===== src/rtl/serial_out_pkg.sv =====
// Shared types and width helpers for the serial output driver and its tick generator.
package serial_out_pkg;

    typedef enum logic [2:0] {
        ST_IDLE     = 3'd0,
        ST_SHIFT_LO = 3'd1,
        ST_SHIFT_HI = 3'd2,
        ST_LATCH    = 3'd3,
        ST_DONE     = 3'd4
    } state_t;

    localparam int DEF_DATA_WIDTH = 32;
    localparam int DEF_CLK_DIV    = 4;

    // Bits needed to count 0..n-1, never less than one bit.
    function automatic int oit_bits(input int n);
        return (n <= 1) ? 1 : $clog2(n);
    endfunction

    function automatic int bit_cnt_w(input int data_width);
        return oit_bits(data_width + 1);
    endfunction

    function automatic int div_cnt_w(input int clk_div);
        return oit_bits(clk_div);
    endfunction

endpackage


===== src/rtl/serial_out_driver_tick.sv =====
// Serial-clock phase timer: pulses tick_o every CLK_DIV cycles while run_i is high.
module serial_tick_gen
    import serial_out_pkg::*;
#(
    parameter int CLK_DIV = DEF_CLK_DIV
) (
    input  logic clk_i,
    input  logic reset_n,
    input  logic run_i,
    output logic tick_o
);

    localparam int CW = div_cnt_w(CLK_DIV);
    localparam logic [CW-1:0] LAST = CW'(CLK_DIV - 1);

    logic [CW-1:0] r_cnt;

    always_ff @(posedge clk_i or negedge reset_n) begin
        if (!reset_n) begin
            r_cnt <= '0;
        end else if (!run_i || (r_cnt == LAST)) begin
            r_cnt <= '0;
        end else begin
            r_cnt <= r_cnt + 1'b1;
        end
    end

    assign tick_o = run_i && (r_cnt == LAST);

endmodule


===== src/rtl/serial_out_driver.sv =====
// Shifts the parallel output-register value into a 74HC595-style chain whenever it
// differs from what the chip last latched, or when a refresh is forced.
module serial_out_driver
    import serial_out_pkg::*;
#(
    parameter int DATA_WIDTH = DEF_DATA_WIDTH,
    parameter int CLK_DIV    = DEF_CLK_DIV,
    parameter int MSB_FIRST  = 1
) (
    input  logic                  clk_i,
    input  logic                  reset_n,
    input  logic [DATA_WIDTH-1:0] data_i,
    input  logic                  force_i,
    output logic                  busy_o,
    output logic                  done_o,
    output logic [DATA_WIDTH-1:0] shown_o,
    output logic                  ser_clk_o,
    output logic                  ser_dat_o,
    output logic                  ser_latch_o
);

    localparam int BW      = bit_cnt_w(DATA_WIDTH);
    localparam int OUT_BIT = (MSB_FIRST != 0) ? DATA_WIDTH - 1 : 0;

    state_t                r_state;
    logic [BW-1:0]         r_bit_cnt;
    logic                  r_pending;
    logic [DATA_WIDTH-1:0] r_shift;
    logic [DATA_WIDTH-1:0] r_capt;
    logic [DATA_WIDTH-1:0] r_shown;
    logic                  r_busy;
    logic                  r_done;
    logic                  r_sclk;
    logic                  r_sdat;
    logic                  r_latch;

    logic                  w_run;
    logic                  w_tick;
    logic                  w_start;
    logic                  w_load;
    logic                  w_shift_en;
    logic [DATA_WIDTH-1:0] w_shift_next;

    assign w_run        = (r_state == ST_SHIFT_LO) || (r_state == ST_SHIFT_HI) ||
                          (r_state == ST_LATCH);
    assign w_start      = (data_i != r_shown) || r_pending || force_i;
    assign w_load       = (r_state == ST_IDLE) && w_start;
    assign w_shift_en   = (r_state == ST_SHIFT_HI) && w_tick;
    assign w_shift_next = (MSB_FIRST != 0) ? (r_shift << 1) : (r_shift >> 1);

    serial_tick_gen #(
        .CLK_DIV (CLK_DIV)
    ) u_tick (
        .clk_i   (clk_i),
        .reset_n (reset_n),
        .run_i   (w_run),
        .tick_o  (w_tick)
    );

    // Frame data needs no reset: it is always loaded before it is used.
    always_ff @(posedge clk_i) begin
        if (w_load) begin
            r_shift <= data_i;
            r_capt  <= data_i;
        end else if (w_shift_en) begin
            r_shift <= w_shift_next;
        end
    end

    // Pending comes out of reset set: the external chip content is unknown.
    always_ff @(posedge clk_i or negedge reset_n) begin
        if (!reset_n) begin
            r_state   <= ST_IDLE;
            r_bit_cnt <= '0;
            r_pending <= 1'b1;
            r_shown   <= '0;
            r_busy    <= 1'b0;
            r_done    <= 1'b0;
            r_sclk    <= 1'b0;
            r_sdat    <= 1'b0;
            r_latch   <= 1'b0;
        end else begin
            r_done <= 1'b0;
            if (force_i && (r_state != ST_IDLE)) begin
                r_pending <= 1'b1;
            end
            case (r_state)
                ST_IDLE: begin
                    if (w_start) begin
                        r_bit_cnt <= BW'(DATA_WIDTH);
                        r_pending <= 1'b0;
                        r_sdat    <= data_i[OUT_BIT];
                        r_busy    <= 1'b1;
                        r_state   <= ST_SHIFT_LO;
                    end
                end
                ST_SHIFT_LO: begin
                    if (w_tick) begin
                        r_sclk  <= 1'b1;
                        r_state <= ST_SHIFT_HI;
                    end
                end
                ST_SHIFT_HI: begin
                    if (w_tick) begin
                        r_sclk    <= 1'b0;
                        r_bit_cnt <= r_bit_cnt - 1'b1;
                        if (r_bit_cnt == BW'(1)) begin
                            r_latch <= 1'b1;
                            r_state <= ST_LATCH;
                        end else begin
                            r_sdat  <= w_shift_next[OUT_BIT];
                            r_state <= ST_SHIFT_LO;
                        end
                    end
                end
                ST_LATCH: begin
                    if (w_tick) begin
                        r_latch <= 1'b0;
                        r_busy  <= 1'b0;
                        r_done  <= 1'b1;
                        r_shown <= r_capt;
                        r_state <= ST_DONE;
                    end
                end
                ST_DONE: begin
                    r_state <= ST_IDLE;
                end
                default: begin
                    r_state <= ST_IDLE;
                end
            endcase
        end
    end

    assign busy_o      = r_busy;
    assign done_o      = r_done;
    assign shown_o     = r_shown;
    assign ser_clk_o   = r_sclk;
    assign ser_dat_o   = r_sdat;
    assign ser_latch_o = r_latch;

endmodule


===== config.mk =====
export PLATFORM = sky130hd
export DESIGN_NAME = serial_out_driver
export DESIGN_NICKNAME = d
export VERILOG_FILES = /design/src/rtl/serial_out_pkg.sv /design/src/rtl/serial_out_driver_tick.sv /design/src/rtl/serial_out_driver.sv
export SDC_FILE = /design/constraint.sdc
export NUM_CORES = 1
export LEC_CHECK = 0
export CAP_MARGIN = 20
export CORE_MARGIN = 5
export CORE_UTILIZATION = 25
export DETAILED_ROUTE_END_ITERATION = 10
export GPL_TIMING_DRIVEN = 0
export PLACE_DENSITY_LB_ADDON = 0.1
export SYNTH_ARGS = -nofsm -noshare
export SYNTH_HDL_FRONTEND = slang
export SYNTH_HIERARCHICAL = 1
export SYNTH_SLANG_ARGS = --single-unit

===== constraint.sdc =====
create_clock -name clk_i -period 4.1 [get_ports clk_i]
set_input_delay 1.025 -clock clk_i [delete_from_list [all_inputs] [get_ports clk_i]]
set_output_delay 1.025 -clock clk_i [all_outputs]
set_load 0.02 [all_outputs]

==> flow_metrics.env <==
export IMPL_grt_max_degree=42
export IMPL_fin_cells=612
export IMPL_drt_total_wl_um=11000
export IMPL_r2r_slack_ns=1.48
export IMPL_yosys_top_cells_count="63 x edfxtp_1, 48 x dfrtp_1, 33 x xnor2_1"
export IMPL_clock_path_buffers=2
export IMPL_dieArea_mm2=0.0218
export IMPL_min_path_type="flip-flop to flip-flop"
export IMPL_synthTopCellsByArea="edfxtp_1 40%, dfrtp_1 25%, mux2_4 9.5%, mux2_2 7.6%, xnor2_1 6.1%"
export IMPL_ff2ff_path_depth=10
export IMPL_vias=2598
export IMPL_syn2layout_area_growth_pct=28.8
export IMPL_clock_sinks=112
export IMPL_boundaryPins=72
export IMPL_ant_nets=0
export IMPL_clkLatencyLatePin_ns=0.35
export IMPL_dp_cells=595
export IMPL_post_cts_buffers=0
export IMPL_drc_errors=0
export IMPL_ctsHoldBuffers=0
export IMPL_crit_path_cell_trace="clkdlybuf4s50_1 -> xnor2_1 -> nand4_1 -> nor3_1 -> a31oi_2 -> buf_2 -> buf_12 -> and2_1"
export IMPL_antenna_found_initial=0
export IMPL_min_path_cells=1
export IMPL_p_leak_nw=2.30
export IMPL_async_flop_share_pct=43.8
export IMPL_min_period_ns=3.24
export IMPL_rsz0062_at_grt="false"
export IMPL_crit_type="primary input to flip-flop"
export IMPL_drv_slew=0
export IMPL_fmax_mhz=309
export IMPL_ys_seq_area_share_pct=65.7
export IMPL_synth_fp_nets=326
export IMPL_path_max_fanout=28
export IMPL_dp_hpwl_um=7640
export IMPL_wl_met1_um=5330
export IMPL_synth_main_ff_cell="edfxtp_1"
export IMPL_wl_met3_um=419
export IMPL_rr_endpoint="shown_o[31]"
export IMPL_nets=411
export IMPL_crit_path_start_kind="primary input"
export IMPL_outcome="complete, no violations"
export IMPL_slew_headroom_pct=57.3
export IMPL_critPathLaunch="data_i[17]"
export IMPL_gr_total_overflow=0
export IMPL_drtIter0Drc=86
export IMPL_cap_violations=0
export IMPL_post_route_period_util_pct=79.0
export IMPL_antenna_cells=0
export IMPL_crit_required_ns=4.21
export IMPL_drive_gt1_share_pct=24.6
export IMPL_yosysTopAreaCellShare_pct=39.9
export IMPL_crit_buf_inv=3
export IMPL_dieHeight_um=148
export IMPL_hold_viol=0
export IMPL_htreeDepth=3
export IMPL_dr_max_layer_used="met4"
export IMPL_power_density_mw_per_mm2=350
export IMPL_ir_drop_mv=0.174
export IMPL_critPathTopFamily="buffers and inverters"
export IMPL_fillerInstances=1818
export IMPL_path_clk_slew_ns=0.07
export IMPL_grtUsageTotal_pct=10.5
export IMPL_regArea_mm2=0.00312
export IMPL_cpPeakStageDelay_ns=0.58
export IMPL_first_pass_iters=4
export IMPL_gp_congestion=0.667
export IMPL_portBuffers=71
export IMPL_worst_pin_slew_ns=0.639
export IMPL_critPathSlowestCell="clkdlybuf4s50_1"
export IMPL_die_w_um=148
export IMPL_grt_pass1_vias=2804
export IMPL_worst_ep_arrival_time_ns=3.35
export IMPL_wl_met2_um=5010
export IMPL_end_kind="flip-flop"
export IMPL_multi_input_area_mm2=0.00155
export IMPL_synth_cell_type_count=40
export IMPL_synth_most_common_cell="edfxtp_1"
export IMPL_cts_root_buffer="clkbuf_16"
export IMPL_ys_ff_latch=112
export IMPL_worstSetupEndpoint="r_shift[0]"
export IMPL_placed_area_mm2=0.00580
export IMPL_worst_path_stages=8
export IMPL_tritoncts="yes"
export IMPL_final_area_mm2=0.00611
export IMPL_grt_pass1_wl_um=16900
export IMPL_r2r_start="r_state[1]"
export IMPL_cts_resized_gates=0
export IMPL_rows=50
export IMPL_core_mm2=0.0187
export IMPL_wl_per_cell_um=17.9
export IMPL_yosysWarnings=6
export IMPL_yosysTopAreaCell="edfxtp_1"
export IMPL_netlist_instances=288
export IMPL_cts_buffers=9
export IMPL_start_util_pct=25.4
export IMPL_synth_avg_cell_area_um2=16.5
export IMPL_syn_area_mm2=0.00474
export IMPL_synth_edf_count=63
export IMPL_skew_ns=0.00848
export IMPL_setup_viol_count_final=0
export IMPL_vias_per_cell=4.25
-- report_power, final --
group	internal, mW	switching [mW]
combinational	0.0414	0.0378
sequential	1.19	0.0000000000262
clock	0.484	0.391
-- sequential cells by signal, summed over array words and instances, names as in the netlist --
register,count
ser_dat_o,1
ser_latch_o,1
r_pending,1
shown_o,32
done_o,1
r_bit_cnt,6
r_capt,32
r_shift,31
ser_clk_o,1
busy_o,1
r_state,3
u_tick/r_cnt,2
-- placed cells by master, fill, tap and decap left out, types with 2 or more instances in the layout --
cell / instances
a21oi_1: 2
a311oi_1: 2
buf_12: 2
buf_2: 5
buf_6: 3
clkbuf_1: 3
clkbuf_16: 9
clkdlybuf4s50_1: 70
clkinv_1: 4
dfrtp_1: 48
edfxtp_1: 63
ha_1: 3
inv_1: 5
mux2_2: 32
mux2_4: 30
nand2_1: 9
nand2b_1: 2
nand3_1: 2
nand4_1: 8
nor2_1: 10
nor3_1: 3
o21ai_0: 3
xnor2_1: 33
xor2_1: 3
-- cell families (layout without fill, tap and decap cells) --
kind of cell             count (synthesis)  count (layout)  share of synthesized area, %
adder cells (fa/ha/maj)                  3               3                         0.791
flip-flops                             112             112                          65.7
AO/OA/AOI/OAI                           15              15                          2.32
XOR/XNOR                                36              36                          6.65
AND/OR/NAND/NOR                         45              45                          5.64
multiplexers                            62              62                          17.1
buffers and inverters                   15             105                          1.77
-- through the flow --
| step | util [%] | setup TNS [ns] | worst slack (ns) | power (mW) | hold slack (ns) |
|---|---|---|---|---|---|
| finish | 32.7 | 0 | 0.861 | 2.14 | 0.461 |
| global route | 32.7 | 0 | 0.747 | 2.22 | 0.474 |
| CTS | 32.6 | 0 | 0.694 | 2.18 | 0.469 |
| detailed placement | 31.0 | 0 | 0.316 | 1.29 | 0.455 |
| global placement | 30.7 | -26.03 | -0.841 | 1.29 | 0.443 |
| floorplan | - | 0 | 0.764 | 1.23 | 0.429 |
-- worst min path at each step --
stage | start | endpoint | slack [ns]
final | u_tick/r_cnt[0] | u_tick/r_cnt[0] | 0.46
after global placement | u_tick/r_cnt[0] | u_tick/r_cnt[0] | 0.44
after CTS | u_tick/r_cnt[0] | u_tick/r_cnt[0] | 0.47
after global routing | u_tick/r_cnt[0] | u_tick/r_cnt[0] | 0.47
after floorplan | u_tick/r_cnt[0] | u_tick/r_cnt[0] | 0.43
after detailed placement | u_tick/r_cnt[0] | u_tick/r_cnt[0] | 0.45
-- metal layers --
metal	vias to the layer above	track usage, %
met5	-	0
met4	0	4.61
met3	14	2.42
met2	52	15.8
met1	1309	14.4
li1	1223	-
-- layout make-up --
| type | count | area share (%) |
|---|---|---|
| plain buffers | 9 | 1.00 |
| clock buffers | 11 | 3.97 |
| multi-input cells | 161 | 25.4 |
| well taps | 234 | 4.79 |
| inverters | 6 | 0.369 |
| repair buffers | 74 | 12.7 |
| clock inverters | 5 | 0.758 |
| flip-flops and latches | 112 | 51.0 |
(Power assumes the default switching activity.)
